<file path="src/rtl/riscv_mem_port_arbiter.sv">
// Shares one single-port 32-bit memory between instruction fetch and the load/store unit,
// one outstanding transaction at a time, with LSU byte-lane decode and load extension.
module riscv_mem_port_arbiter #(
  parameter int STARVE_MAX = 4
) (
  input  logic        clk,
  input  logic        rst,
  input  logic        if_req,
  input  logic [31:0] if_addr,
  output logic        if_gnt,
  output logic        if_rvalid,
  output logic [31:0] if_rdata,
  input  logic        ls_req,
  input  logic        ls_we,
  input  logic [31:0] ls_addr,
  input  logic [2:0]  ls_funct3,
  input  logic [31:0] ls_wdata,
  output logic        ls_gnt,
  output logic        ls_rvalid,
  output logic [31:0] ls_rdata,
  output logic        ls_err,
  output logic        mem_req,
  output logic        mem_we,
  output logic [31:0] mem_addr,
  output logic [3:0]  mem_be,
  output logic [31:0] mem_wdata,
  input  logic        mem_gnt,
  input  logic        mem_rvalid,
  input  logic [31:0] mem_rdata
);

  localparam logic [1:0] S_IDLE = 2'd0;
  localparam logic [1:0] S_BUS  = 2'd1;
  localparam logic [1:0] S_RESP = 2'd2;
  localparam logic [1:0] S_ERR  = 2'd3;

  localparam int CW = $clog2(STARVE_MAX + 1);
  localparam logic [CW-1:0] SMAX = CW'(STARVE_MAX);

  logic [1:0]    state;
  logic [CW-1:0] starve_cnt;
  logic          owner_ls;
  logic [2:0]    f3_q;
  logic [1:0]    off_q;
  logic          ls_win;
  logic          unused_bits;

  function automatic logic ls_fault(input logic we, input logic [2:0] f3, input logic [1:0] a);
    logic illegal;
    logic misaligned;
    illegal    = we ? (f3 >= 3'b011) : (f3 == 3'b011 || f3[2:1] == 2'b11);
    misaligned = (f3[1:0] == 2'b01 && a[0]) || (f3[1:0] == 2'b10 && a != 2'b00);
    return illegal | misaligned;
  endfunction

  function automatic logic [3:0] lane_be(input logic [2:0] f3, input logic [1:0] a);
    case (f3[1:0])
      2'b00:   return 4'b0001 << a;
      2'b01:   return a[1] ? 4'b1100 : 4'b0011;
      default: return 4'b1111;
    endcase
  endfunction

  function automatic logic [31:0] lane_data(input logic [2:0] f3, input logic [31:0] wd);
    case (f3[1:0])
      2'b00:   return {4{wd[7:0]}};
      2'b01:   return {2{wd[15:0]}};
      default: return wd;
    endcase
  endfunction

  function automatic logic [31:0] load_extend(input logic [2:0] f3, input logic [1:0] a,
                                              input logic [31:0] rd);
    logic [31:0]        shifted;
    logic signed [7:0]  byte_s;
    logic signed [15:0] half_s;
    shifted = rd >> {a, 3'b000};
    byte_s  = shifted[7:0];
    half_s  = a[1] ? rd[31:16] : rd[15:0];
    case (f3)
      3'b000:  return 32'(byte_s);
      3'b100:  return {24'd0, byte_s};
      3'b001:  return 32'(half_s);
      3'b101:  return {16'd0, half_s};
      default: return rd;
    endcase
  endfunction

  // IF only wins a contested cycle once the LSU has starved it STARVE_MAX times in a row
  assign ls_win  = ls_req && !(if_req && starve_cnt == SMAX);
  assign ls_gnt  = (state == S_IDLE) && !rst && ls_win;
  assign if_gnt  = (state == S_IDLE) && !rst && if_req && !ls_win;
  assign mem_req = (state == S_BUS);

  assign unused_bits = &{1'b0, if_addr[1:0]};

  always_ff @(posedge clk) begin
    if (rst) begin
      state      <= S_IDLE;
      starve_cnt <= '0;
      owner_ls   <= 1'b0;
      f3_q       <= 3'd0;
      off_q      <= 2'd0;
      if_rvalid  <= 1'b0;
      if_rdata   <= 32'd0;
      ls_rvalid  <= 1'b0;
      ls_rdata   <= 32'd0;
      ls_err     <= 1'b0;
      mem_we     <= 1'b0;
      mem_addr   <= 32'd0;
      mem_be     <= 4'd0;
      mem_wdata  <= 32'd0;
    end else begin
      if_rvalid <= 1'b0;
      ls_rvalid <= 1'b0;
      ls_err    <= 1'b0;
      case (state)
        S_IDLE: begin
          if (ls_gnt) begin
            if (if_req) begin
              if (starve_cnt != SMAX) starve_cnt <= starve_cnt + 1'b1;
            end else begin
              starve_cnt <= '0;
            end
            owner_ls <= 1'b1;
            f3_q     <= ls_funct3;
            off_q    <= ls_addr[1:0];
            if (ls_fault(ls_we, ls_funct3, ls_addr[1:0])) begin
              state     <= S_ERR;
              ls_rvalid <= 1'b1;
              ls_err    <= 1'b1;
              ls_rdata  <= 32'd0;
            end else begin
              state     <= S_BUS;
              mem_we    <= ls_we;
              mem_addr  <= {ls_addr[31:2], 2'b00};
              mem_be    <= lane_be(ls_funct3, ls_addr[1:0]);
              mem_wdata <= lane_data(ls_funct3, ls_wdata);
            end
          end else if (if_gnt) begin
            starve_cnt <= '0;
            owner_ls   <= 1'b0;
            state      <= S_BUS;
            mem_we     <= 1'b0;
            mem_addr   <= {if_addr[31:2], 2'b00};
            mem_be     <= 4'hF;
            mem_wdata  <= 32'd0;
          end
        end
        S_BUS: begin
          if (mem_gnt) state <= S_RESP;
        end
        S_RESP: begin
          if (mem_rvalid) begin
            state <= S_IDLE;
            if (owner_ls) begin
              ls_rvalid <= 1'b1;
              ls_rdata  <= mem_we ? 32'd0 : load_extend(f3_q, off_q, mem_rdata);
            end else begin
              if_rvalid <= 1'b1;
              if_rdata  <= mem_rdata;
            end
          end
        end
        default: state <= S_IDLE;
      endcase
    end
  end

endmodule

</file>
<file path="config.mk">
export PLATFORM = sky130hd
export DESIGN_NAME = riscv_mem_port_arbiter
export DESIGN_NICKNAME = d
export VERILOG_FILES = /design/src/rtl/riscv_mem_port_arbiter.sv
export SDC_FILE = /design/constraint.sdc
export NUM_CORES = 1
export LEC_CHECK = 0
export CAP_MARGIN = 20
export CORE_ASPECT_RATIO = 1.25
export CORE_MARGIN = 8
export CORE_UTILIZATION = 46
export DETAILED_ROUTE_END_ITERATION = 8
export PLACE_DENSITY = 0.87
export SETUP_SLACK_MARGIN = 0.3
export SLEW_MARGIN = 10
export SYNTH_ARGS = -nofsm -noshare
export SYNTH_HDL_FRONTEND = slang
export SYNTH_SLANG_ARGS = --single-unit
export TNS_END_PERCENT = 50
</file>
<file path="constraint.sdc">
create_clock -name clk -period 4.9 [get_ports clk]
set_input_delay 0.49 -clock clk [delete_from_list [all_inputs] [get_ports clk]]
set_output_delay 0.49 -clock clk [all_outputs]
set_load 0.02 [all_outputs]
</file>
# ---- Word-level counts from Yosys, hierarchy flattened
# Index checks and enable logic that the tools add are counted.
dict set report totals {
  register_bits 147
  input_bits 138
  out_inout_bits 139
  wordCells 111
}
dict set report classes {
  addsub 1
  order_cmp 1
  n_eq_ne 19
  shift 2
  n_mux 41
  bitwise_logic 5
  n_reduce_logical 28
}
# cell count
set ops {}
lappend ops {{2-to-1 mux 32 bit} 11}
lappend ops {{case mux 32 bit (2 select lines)} 2}
lappend ops {{case mux 32 bit (4 select lines)} 1}
lappend ops {{>> shifter 32 x 5 -> 8 bit} 1}
lappend ops {{2-to-1 mux 16 bit} 1}
lappend ops {{2-to-1 mux 4 bit} 4}
lappend ops {{2-to-1 mux 3 bit} 4}
lappend ops {{AND reduction 3 bit} 4}
lappend ops {{2-to-1 mux 1 bit} 10}
lappend ops {{2-to-1 mux 2 bit} 5}
lappend ops {{== test 3 bit, second input constant} 3}
lappend ops {{logical AND 1 bit} 8}
lappend ops {{inequality test 2 bit, second input constant} 4}
lappend ops {{case mux 4 bit (2 select lines)} 1}
lappend ops {{== test 2 bit, second input constant} 3}
lappend ops {{inequality test 3 bit, second input constant} 2}
lappend ops {{case mux 2 bit (3 select lines)} 1}
lappend ops {{nonzero test 2 bit} 3}
lappend ops {{AND reduction 5 bit} 1}
lappend ops {{== test 2 x 1 -> 1 bit, second input constant} 2}
lappend ops {{zero test 2 bit} 2}
lappend ops {{inequality test 2 x 1 -> 1 bit, second input constant} 2}
lappend ops {{inverter 1 bit} 4}
lappend ops {{AND reduction 2 bit} 2}
lappend ops {{other kinds (13)} 16}

# ---- Longest topological paths before layout
# Gate-level depths: netlist of run 1.
dict set report depth {
  ltp_word 9
  mapped_depth 8
  ltp_nobuf 7
}

# ---- Worst setup path before layout of run 1
# No wires, ideal clock.
dict set report synth_path {
  kind {input-to-output}
  startpoint {input rst}
  endpoint {output ls_gnt}
  arrival_ns 1.590
  required_ns 4.410
  path_slack_ns 2.820
  cell_stages 5
  path_buffers 2
  cell_sequence {clkbuf_1 nor3_2 nand3_1 inv_2 buf_1}
}
dict set report synth_via {
  elab_chain_cells 3
}
# item line_no
set synth_lines {}
lappend synth_lines {{start, declared} 7} ;# input logic rst,
lappend synth_lines {{zero test 1 bit} 91} ;# assign ls_gnt = (state == S_IDLE) && !rst && ls_win;
lappend synth_lines {{logical AND 1 bit (2 in series)} 91}
lappend synth_lines {{end, declared} 18} ;# output logic ls_gnt,
# Every way passes these cells.

# ---- Worst setup path in the final report of run 1
# Ends and elaborated chain as after synthesis.

==> impl_metrics.py, run 1 <==
metrics = {
    "outcome": {
        "run_status": "finished clean",
    },
    "placement": {
        "dp_cells": 1116,
        "gp_congestion": 0.836,
        "place_ws_ns": 1.31,
        "post_dp_cell_area_um2": 9300,
        "port_buffers": 272,
        "hpwlAfterDp_um": 17100,
    },
    "worst_setup_path": {
        "reg2reg_depth": 4,
        "path_class": "input port to output pin",
        "cp.required_ns": 4.41,
        "cp-start-kind": "input port",
        "r2r_end": "ls_rdata[18]",
        "crit_path_end_kind": "output pin",
        "crit_path_max_fanout": 88,
        "reg2reg_slack_ns": 2.37,
        "cp.arrival_ns": 2.52,
        "r2r_start": "state[1]",
    },
    "global_routing": {
        "grt.busiest_layer": "met2",
        "met2_usage_pct": 41.0,
        "grtUsageMet1_pct": 28.9,
        "grt_use_total_pct": 25.2,
        "antenna_found_initial": 0,
        "grt_pass1_wl_um": 36100,
        "use_met3_pct": 7.51,
        "grt_max_degree": 89,
        "grt_overflow": 0,
        "grt_pass1_vias": 6586,
    },
    "clock_tree": {
        "htreeDepth": 4,
        "ctsResizeCount": 0,
        "post_cts_buffers": 0,
        "cts-root-buf": "clkbuf_16",
        "numCtsBuffers": 17,
        "clock_path_buffers": 2,
        "cts.clk_slew.worst_paths_ns": 0.06,
        "cts_hold_buf": 0,
        "clock_sinks": 145,
        "clock_latency_ns": 0.42,
        "cts_tree": "built",
    },
    "finish": {
        "postLayoutCellArea_um2": 9960,
        "layout_commonest_cell": "clkdlybuf4s50_1",
        "antenna_cells": 0,
        "drive_above_1_share_pct": 6.89,
        "utilization_pct": 70.3,
        "nets": 1099,
        "stdcell_count": 1150,
        "fillers": 1071,
        "area.growth.synth_to_final_pct": 51.4,
        "final_cell_mix": "271 x clkdlybuf4s50_1, 145 x dfxtp_1, 92 x nand2_1, 79 x a21oi_1, 60 x mux2i_1",
    },
    "yosys": {
        "synth-main-ff-cell": "dfxtp_1",
        "synth_largest_area_cell": "dfxtp_1",
        "ys_seq_area_share_pct": 44.1,
        "netlist_instances": 728,
        "netlist.area_leader.share_pct": 44.1,
        "synth_edf_count": 0,
        "async_flop_share_pct": 0,
        "syn_area_per_cell_um2": 9.04,
        "synth_cell_types": 58,
        "syn_area_um2": 6580,
        "yosys-top-cells-area": "dfxtp_1 44%, mux2i_1 9.1%, a21oi_1 6.1%",
        "yosys_register_bits": 145,
        "yosys_warnings": 0,
    },
    "floorplanning": {
        "core-area_um2": 14200,
        "ios": 277,
        "die_x_um": 123,
        "start_util_pct": 46.5,
        "die_area_um2": 18400,
        "fp.dieH_um": 150,
        "row_count": 49,
    },
    "pwr": {
        "p_per_area_nw_per_um2": 332,
        "p_total_mw": 3.31,
        "p_leak_nw": 3.68,
        "peakVddDrop_uv": 230,
    },
    "sta": {
        "relSlewSlack_pct": 35.2,
        "rsz0062_at_grt": "false",
        "whs_ns": 0.454,
        "finalHoldViolCount": 0,
        "max_freq_mhz": 332,
        "setup_viol": 0,
        "timing.final.crit_share_pct": 61.4,
        "final_max_slew_viol_count": 0,
        "finalSetupTns_ns": 0,
        "skew_ns": 0.00642,
        "tightestPinTransition_ns": 0.969,
        "fin_crit_ns": 3.01,
        "fin_ws_ns": 1.89,
    },
    "drt": {
        "first_pass_iters": 5,
        "routed_wl_um": 24100,
        "wire_per_inst_um": 20.9,
        "via_per_inst": 5.84,
        "vias": 6721,
        "drtIter0Drc": 480,
        "ant_nets": 0,
        "drc": 0,
    },
    "worst_hold_path": {
        "min_path_cells": 2,
        "whs_endpoint": "if_rdata[3]",
        "hp-class": "register to register",
        "hp-start": "if_rdata[3]",
    },
    "run": {
        "maxCapViolCount": 0,
    },
}
state kept, by name, summed over array words and instances, names as in the netlist, 2 cells and up:
register and cells:
mem_addr 30, ls_rdata 32, f3_q 3, starve_cnt 3, if_rdata 32, mem_wdata 32
state 2, off_q 2, mem_be 4
power by group:
part           switching [mW]  total [mW]  internal (mW)
Sequential             0.0508        1.29           1.24
Clock                   0.492        1.34          0.853
Combinational           0.357       0.667          0.310
layer usage:
metal  share of wire [%]  wire (um)
met5                   0          0
met4                 4.0        960
met3                 8.7       2100
met2                  49      11800
met1                  38       9240
critical path, stage by stage:
cell and delay, ns:
buf_4 0.37, nor3_2 0.44, nand3_4 0.12, inv_2 0.34
clkdlybuf4s50_1 0.72
cells by family after synthesis:
kind of cell	Yosys count	synth area share, %
buf+inv	91	6.20
fa+ha+maj	2	0.380
mux	63	9.81
other cells	1	0.0570
flops	145	44.1
compound gates	256	27.4
simple gates	170	12.0
final cells by class:
| cell class | count | area, um^2 | area share, % |
|---|---|---|---|
| Inverter | 18 | 67.6 | 0.678 |
| Timing Repair Buffer | 284 | 2850 | 28.6 |
| Clock buffer | 23 | 488 | 4.90 |
| Clock inverter | 9 | 129 | 1.29 |
| Sequential cell | 145 | 2900 | 29.1 |
| Tap cell | 178 | 223 | 2.24 |
| Multi-Input combinational cell | 493 | 3300 | 33.1 |
worst max-delay path by stage:
stage               slack, ns    startpoint      endpoint  depth (start not counted)
finish                   1.89           rst        ls_gnt                          5
global route             1.74           rst        ls_gnt                          5
CTS                      1.75  ls_funct3[0]  ls_rdata[15]                          5
detailed placement       1.31  ls_funct3[0]  ls_rdata[15]                          5
global placement         1.29  ls_funct3[0]  ls_rdata[15]                          5
floorplan                2.82           rst        ls_gnt                          5
cell usage after synthesis (2+ instances only):
library cell	n
mux2_2	2
o2bb2ai_1	16
nor4b_1	5
buf_4	7
a22o_1	12
inv_1	16
ha_1	2
nand3_1	14
o221ai_1	4
buf_1	3
nor3_1	4
nand2b_1	5
buf_6	3
nor4bb_1	4
o22ai_1	8
o2111ai_1	27
o31ai_2	9
a211oi_1	31
a221o_1	2
a21o_1	2
a221oi_1	4
mux2i_1	60
and2_1	3
a311oi_1	4
a211o_1	2
and3b_1	2
a32oi_1	2
o21ai_0	27
nand2_1	92
nor2_1	27
o41ai_1	2
clkbuf_1	46
dfxtp_1	145
buf_2	14
a21oi_1	80
nor2b_1	4
o31ai_1	17
(Power assumes the default switching activity.)
==> run 2: changes to the inputs <==
--- a/config.mk
+++ b/config.mk
@@ -8,9 +8,9 @@
 export CAP_MARGIN = 20
 export CORE_ASPECT_RATIO = 1.25
 export CORE_MARGIN = 8
-export CORE_UTILIZATION = 46
+export CORE_UTILIZATION = 39
 export DETAILED_ROUTE_END_ITERATION = 8
-export PLACE_DENSITY = 0.87
+export PLACE_DENSITY = 0.78
 export SETUP_SLACK_MARGIN = 0.3
 export SLEW_MARGIN = 10
 export SYNTH_ARGS = -nofsm -noshare
==> constraint.sdc (replaced) <==
create_clock -name clk -period 2.5 [get_ports clk]
set_input_delay 0.25 -clock clk [delete_from_list [all_inputs] [get_ports clk]]
set_output_delay 0.25 -clock clk [all_outputs]
set_load 0.02 [all_outputs]
==> impl_metrics.py, run 2 (synthesis gave the netlist of run 1 again) <==
metrics = {
    "finish": {
        "drive_above_1_share_pct": 8.78,
        "fillers": 1450,
        "final_cell_mix": "269 x clkdlybuf4s50_1, 145 x dfxtp_1, 92 x nand2_1, 79 x a21oi_1, 60 x mux2i_1",
        "antenna_cells": 0,
        "area.growth.synth_to_final_pct": 54.7,
        "nets": 1118,
        "top_regs": "if_rdata: 32 flops, ls_rdata: 32 flops, mem_wdata: 32 flops",
        "layout_commonest_cell": "clkdlybuf4s50_1",
    },
    "worst_setup_path": {
        "crit_path_end_kind": "output pin",
        "cp-start-kind": "register",
        "reg2reg_slack_ns": 0.47,
        "cp.arrival_ns": 1.81,
        "crit_path_max_fanout": 8,
        "cp.required_ns": 2.25,
        "path_class": "register to output pin",
    },
    "clock_tree": {
        "cts.clk_slew.worst_paths_ns": 0.06,
        "cts_tree": "built",
        "post_cts_buffers": 0,
        "numCtsBuffers": 17,
        "clock_latency_ns": 0.43,
        "cts-root-buf": "clkbuf_16",
        "clock_path_buffers": 2,
        "htreeDepth": 4,
        "clock_sinks": 145,
        "cts_hold_buf": 0,
    },
    "drt": {
        "drc": 0,
        "ant_nets": 0,
        "vias": 6628,
        "wire_per_inst_um": 20.0,
        "routed_wl_um": 24200,
        "first_pass_iters": 5,
        "via_per_inst": 5.47,
        "drtIter0Drc": 450,
    },
    "sta": {
        "finalSetupTns_ns": 0,
        "timing.final.crit_share_pct": 82.3,
        "relSlewSlack_pct": 51.0,
        "skew_ns": 0.00847,
        "final_max_slew_viol_count": 0,
        "tightestPinTransition_ns": 0.734,
        "fin_crit_ns": 2.06,
        "whs_ns": 0.259,
        "max_freq_mhz": 486,
        "setup_viol": 0,
        "rsz0062_at_grt": "true",
        "finalHoldViolCount": 0,
    },
    "global_routing": {
        "grt_overflow": 0,
        "grt.busiest_layer": "met2",
        "use_met3_pct": 5.59,
        "grtUsageMet1_pct": 26.3,
        "grt_pass1_wl_um": 37600,
        "met2_usage_pct": 36.5,
        "grt_pass1_vias": 6611,
        "grt_use_total_pct": 22.2,
        "grt_max_degree": 60,
        "antenna_found_initial": 0,
    },
    "placement": {
        "port_buffers": 272,
        "gp_congestion": 0.862,
        "hpwlAfterDp_um": 17700,
    },
    "floorplanning": {
        "die_area_um2": 21300,
        "fp.dieH_um": 161,
        "die_x_um": 132,
        "row_count": 53,
        "core-area_um2": 16600,
        "ios": 277,
        "start_util_pct": 39.5,
    },
    "pwr": {
        "peakVddDrop_uv": 455,
        "p_leak_nw": 3.78,
        "p_per_area_nw_per_um2": 654,
    },
    "worst_hold_path": {
        "hp-class": "input port to register",
    },
    "outcome": {
        "run_status": "finished clean",
    },
    "run": {
        "maxCapViolCount": 0,
    },
}
run 2: area by class of cell:
| cell class | count | area, um^2 | area share, % |
|---|---|---|---|
| Clock buffer | 19 | 433 | 4.25 |
| Inverter | 18 | 70.1 | 0.689 |
| Clock inverter | 13 | 210 | 2.07 |
| Multi-Input combinational cell | 493 | 3310 | 32.5 |
| Timing Repair Buffer | 303 | 2980 | 29.3 |
| Tap cell | 220 | 275 | 2.71 |
| Sequential cell | 145 | 2900 | 28.5 |
run 2: worst max-delay path: stages (launching register included):
cell and delay (ns):
dfxtp_1 0.39, nor3_4 0.33, nand2_1 0.14, a21oi_1 0.14, dlygate4sd2_1 0.39
run 2: stage by stage:
stage | area, um^2 | total power, mW | cells | worst slack [ns] | util, %
after floorplan | 6580 | 3.25 | 729 | 0.726 | -
after global placement | 9520 | 3.89 | 1178 | 0.0341 | 57.2
after detailed placement | 9530 | 3.91 | 1179 | 0.158 | 57.3
after CTS | 10200 | 6.71 | 1211 | 0.218 | 61.1
after global routing | 10200 | 6.91 | 1211 | 0.293 | 61.1
final | 10200 | 6.66 | 1211 | 0.443 | 61.1
run 2: routing by layer:
layer,vias to the layer above,routed length [um],share of wire [%]
li1,3203,-,-
met1,3108,10000,41
met2,262,11700,48
met3,55,1620,6.7
met4,0,897,3.7
met5,-,0,0
run 2: worst paths after layout:
kind | start | end | depth (start not counted)
max | state[1] | if_gnt | 4
min | rst | owner_ls | 4
max reg2reg | off_q[0] | ls_rdata[19] | 4
min reg2reg | if_rdata[12] | if_rdata[12] | 2
run 2: power breakdown:
part / switching [mW] / internal, mW
clock: 1.02 / 1.77
sequential: 0.0845 / 2.44
combinational: 0.717 / 0.626
run 2: repair_timing:
action	in CTS	in global routing
cloned	0	0
setup endpoints to repair	2	2
gates resized for setup	3	4
==> run 3: changes to the inputs <==
--- a/config.mk
+++ b/config.mk
@@ -8,9 +8,9 @@
 export CAP_MARGIN = 20
 export CORE_ASPECT_RATIO = 1.25
 export CORE_MARGIN = 8
-export CORE_UTILIZATION = 39
+export CORE_UTILIZATION = 43
 export DETAILED_ROUTE_END_ITERATION = 8
-export PLACE_DENSITY = 0.78
+export PLACE_DENSITY = 0.82
 export SETUP_SLACK_MARGIN = 0.3
 export SLEW_MARGIN = 10
 export SYNTH_ARGS = -nofsm -noshare
==> constraint.sdc (replaced) <==
create_clock -name clk -period 2 [get_ports clk]
set_input_delay 0.2 -clock clk [delete_from_list [all_inputs] [get_ports clk]]
set_output_delay 0.2 -clock clk [all_outputs]
set_load 0.02 [all_outputs]
==> impl_metrics.py, run 3 (synthesis gave the netlist of run 1 again) <==
metrics = {
    "outcome": {
        "run_status": "finished clean",
    },
    "pwr": {
        "switching_share_pct": 27.4,
        "p_int_mw": 6.37,
        "comb_power_share_pct": 23.1,
        "seqPwrFrac_pct": 36.0,
        "p_leak_nw": 4.17,
        "p_total_mw": 8.78,
        "peakVddDrop_uv": 516,
        "p_per_area_nw_per_um2": 796,
        "p_sw_mw": 2.41,
        "pwr-share-clk_pct": 40.8,
    },
    "finish": {
        "antenna_cells": 0,
        "drive_above_1_share_pct": 18.1,
        "stdcell_count": 1209,
        "postLayoutCellArea_um2": 11000,
        "nets": 1154,
        "area.growth.synth_to_final_pct": 67.8,
        "utilization_pct": 73.8,
        "layout_commonest_cell": "clkdlybuf4s50_1",
        "final_cell_mix": "268 x clkdlybuf4s50_1, 140 x dfxtp_1, 92 x nand2_1, 60 x mux2i_1, 51 x a21oi_1",
        "top_regs": "if_rdata: 32 flops, ls_rdata: 32 flops, mem_wdata: 32 flops",
    },
    "global_routing": {
        "met2_usage_pct": 42.5,
        "use_met3_pct": 7.67,
        "grt.busiest_layer": "met2",
        "antenna_found_initial": 0,
        "grtUsageMet1_pct": 27.5,
        "grt_use_total_pct": 25.0,
        "grt_pass1_vias": 6989,
        "grt_pass1_wl_um": 38700,
        "grt_max_degree": 46,
        "grt_overflow": 0,
    },
    "placement": {
        "post_dp_cell_area_um2": 9730,
        "place_ws_ns": -0.238,
        "gp_congestion": 0.873,
        "port_buffers": 272,
        "dp_cells": 1162,
        "hpwlAfterDp_um": 18400,
    },
    "worst_hold_path": {
        "whs_endpoint": "ls_rdata[31]",
        "min_path_cells": 4,
        "hp-class": "input port to register",
        "hp-start": "rst",
    },
    "drt": {
        "first_pass_iters": 5,
        "ant_nets": 0,
        "drtIter0Drc": 542,
        "via_per_inst": 5.87,
        "wire_per_inst_um": 22.1,
        "routed_wl_um": 26700,
        "drc": 0,
        "vias": 7101,
    },
    "worst_setup_path": {
        "cpMaxStageDelayCell": "dfxtp_2",
        "crit_chain": "inv_2 -> ha_4 -> nand3_4 -> buf_6 -> nand4_1 -> a21oi_2 -> bufbuf_16 -> o2bb2ai_1",
        "cp.required_ns": 2.35,
        "cp_slowest_stage_delay_ns": 0.36,
        "cp.arrival_ns": 2.12,
        "reg2reg_slack_ns": 0.23,
        "crit_path_max_fanout": 12,
        "reg2reg_depth": 8,
        "path_class": "register to register",
        "r2r_end": "mem_wdata[14]",
        "crit_path_end_kind": "register",
        "cp-start-kind": "register",
        "r2r_start": "starve_cnt[1]",
    },
    "sta": {
        "setup_viol": 0,
        "tightestPinTransition_ns": 0.976,
        "fin_ws_ns": 0.227,
        "finalSetupTns_ns": 0,
        "fin_crit_ns": 1.77,
        "finalHoldViolCount": 0,
        "final_max_slew_viol_count": 0,
        "skew_ns": 0.00909,
        "timing.final.crit_share_pct": 88.6,
        "rsz0062_at_grt": "true",
        "relSlewSlack_pct": 34.7,
        "max_freq_mhz": 564,
        "whs_ns": 0.168,
    },
    "clock_tree": {
        "cts_tree": "built",
        "cts.clk_slew.worst_paths_ns": 0.06,
        "htreeDepth": 4,
        "cts-root-buf": "clkbuf_16",
        "clock_latency_ns": 0.42,
        "clock_sinks": 145,
        "numCtsBuffers": 17,
        "clock_path_buffers": 2,
    },
    "floorplanning": {
        "die_x_um": 127,
        "core-area_um2": 15000,
        "fp.dieH_um": 154,
        "start_util_pct": 44.0,
        "ios": 277,
        "row_count": 50,
        "die_area_um2": 19500,
    },
    "run": {
        "maxCapViolCount": 0,
    },
}
==> run 3: cell types whose count changed in the layout (fill, tap and decap cells not counted), sizes merged <==
cell           before  now
clkdlybuf4s50     269  268
clkinvlp            2    0
bufinv              5    6
clkinv              6    7
bufbuf              0    1
buf                32   64
inv                18   19
clkbuf             20   23
==> run 3: power groups by stage <==
stage	sequential, mW	clock (mW)	combinational [mW]
after global placement	3.19	0	1.75
final	3.17	3.59	2.03
after detailed placement	3.20	0	1.77
after global routing	3.18	3.78	2.14
after CTS	3.14	3.65	1.81
after floorplan	3.35	0	0.718
==> run 3: final cells by class <==
class | instances | area, um^2
clock buffers | 18 | 429
clock inverters | 14 | 235
fillers | 1025 | 3920
inverters | 18 | 72.6
multi-input cells | 493 | 3670
flip-flops and latches | 145 | 2910
well taps | 182 | 228
repair buffers | 339 | 3490
==> run 3: worst max path at each step <==
| stage | startpoint | to | slack [ns] | depth (start not counted) |
|---|---|---|---|---|
| floorplan | ls_funct3[0] | ls_rdata[15] | 0.28 | 6 |
| global placement | ls_addr[1] | mem_be[1] | -0.16 | 6 |
| detailed placement | ls_addr[1] | mem_be[2] | -0.24 | 6 |
| CTS | starve_cnt[0] | ls_gnt | 0.24 | 6 |
| global route | starve_cnt[1] | mem_wdata[14] | 0.15 | 8 |
| finish | starve_cnt[1] | mem_wdata[14] | 0.23 | 8 |
==> run 3: critical path, delay by kind of cell (launching register included) <==
kind            cells  cell delay (ns)
compound gates      2             0.39
flops               1             0.36
buf+inv             3             0.48
fa+ha+maj           1             0.16
simple gates        2             0.30
==> run 3: per-layer routing <==
metal / share of wire [%] / vias to the layer above
met5: 0 / -
met4: 4.5 / 0
met3: 8.2 / 81
met2: 50 / 348
met1: 37 / 3394
li1: - / 3278
==> run 3: what timing repair did <==
item                       in CTS  in global routing
setup endpoints to repair      85                131
gates cloned                    1                  6
buffers inserted                4                  4
pin swaps                       3                 38
hold buffers                    0                  0
resized for setup              24                 76
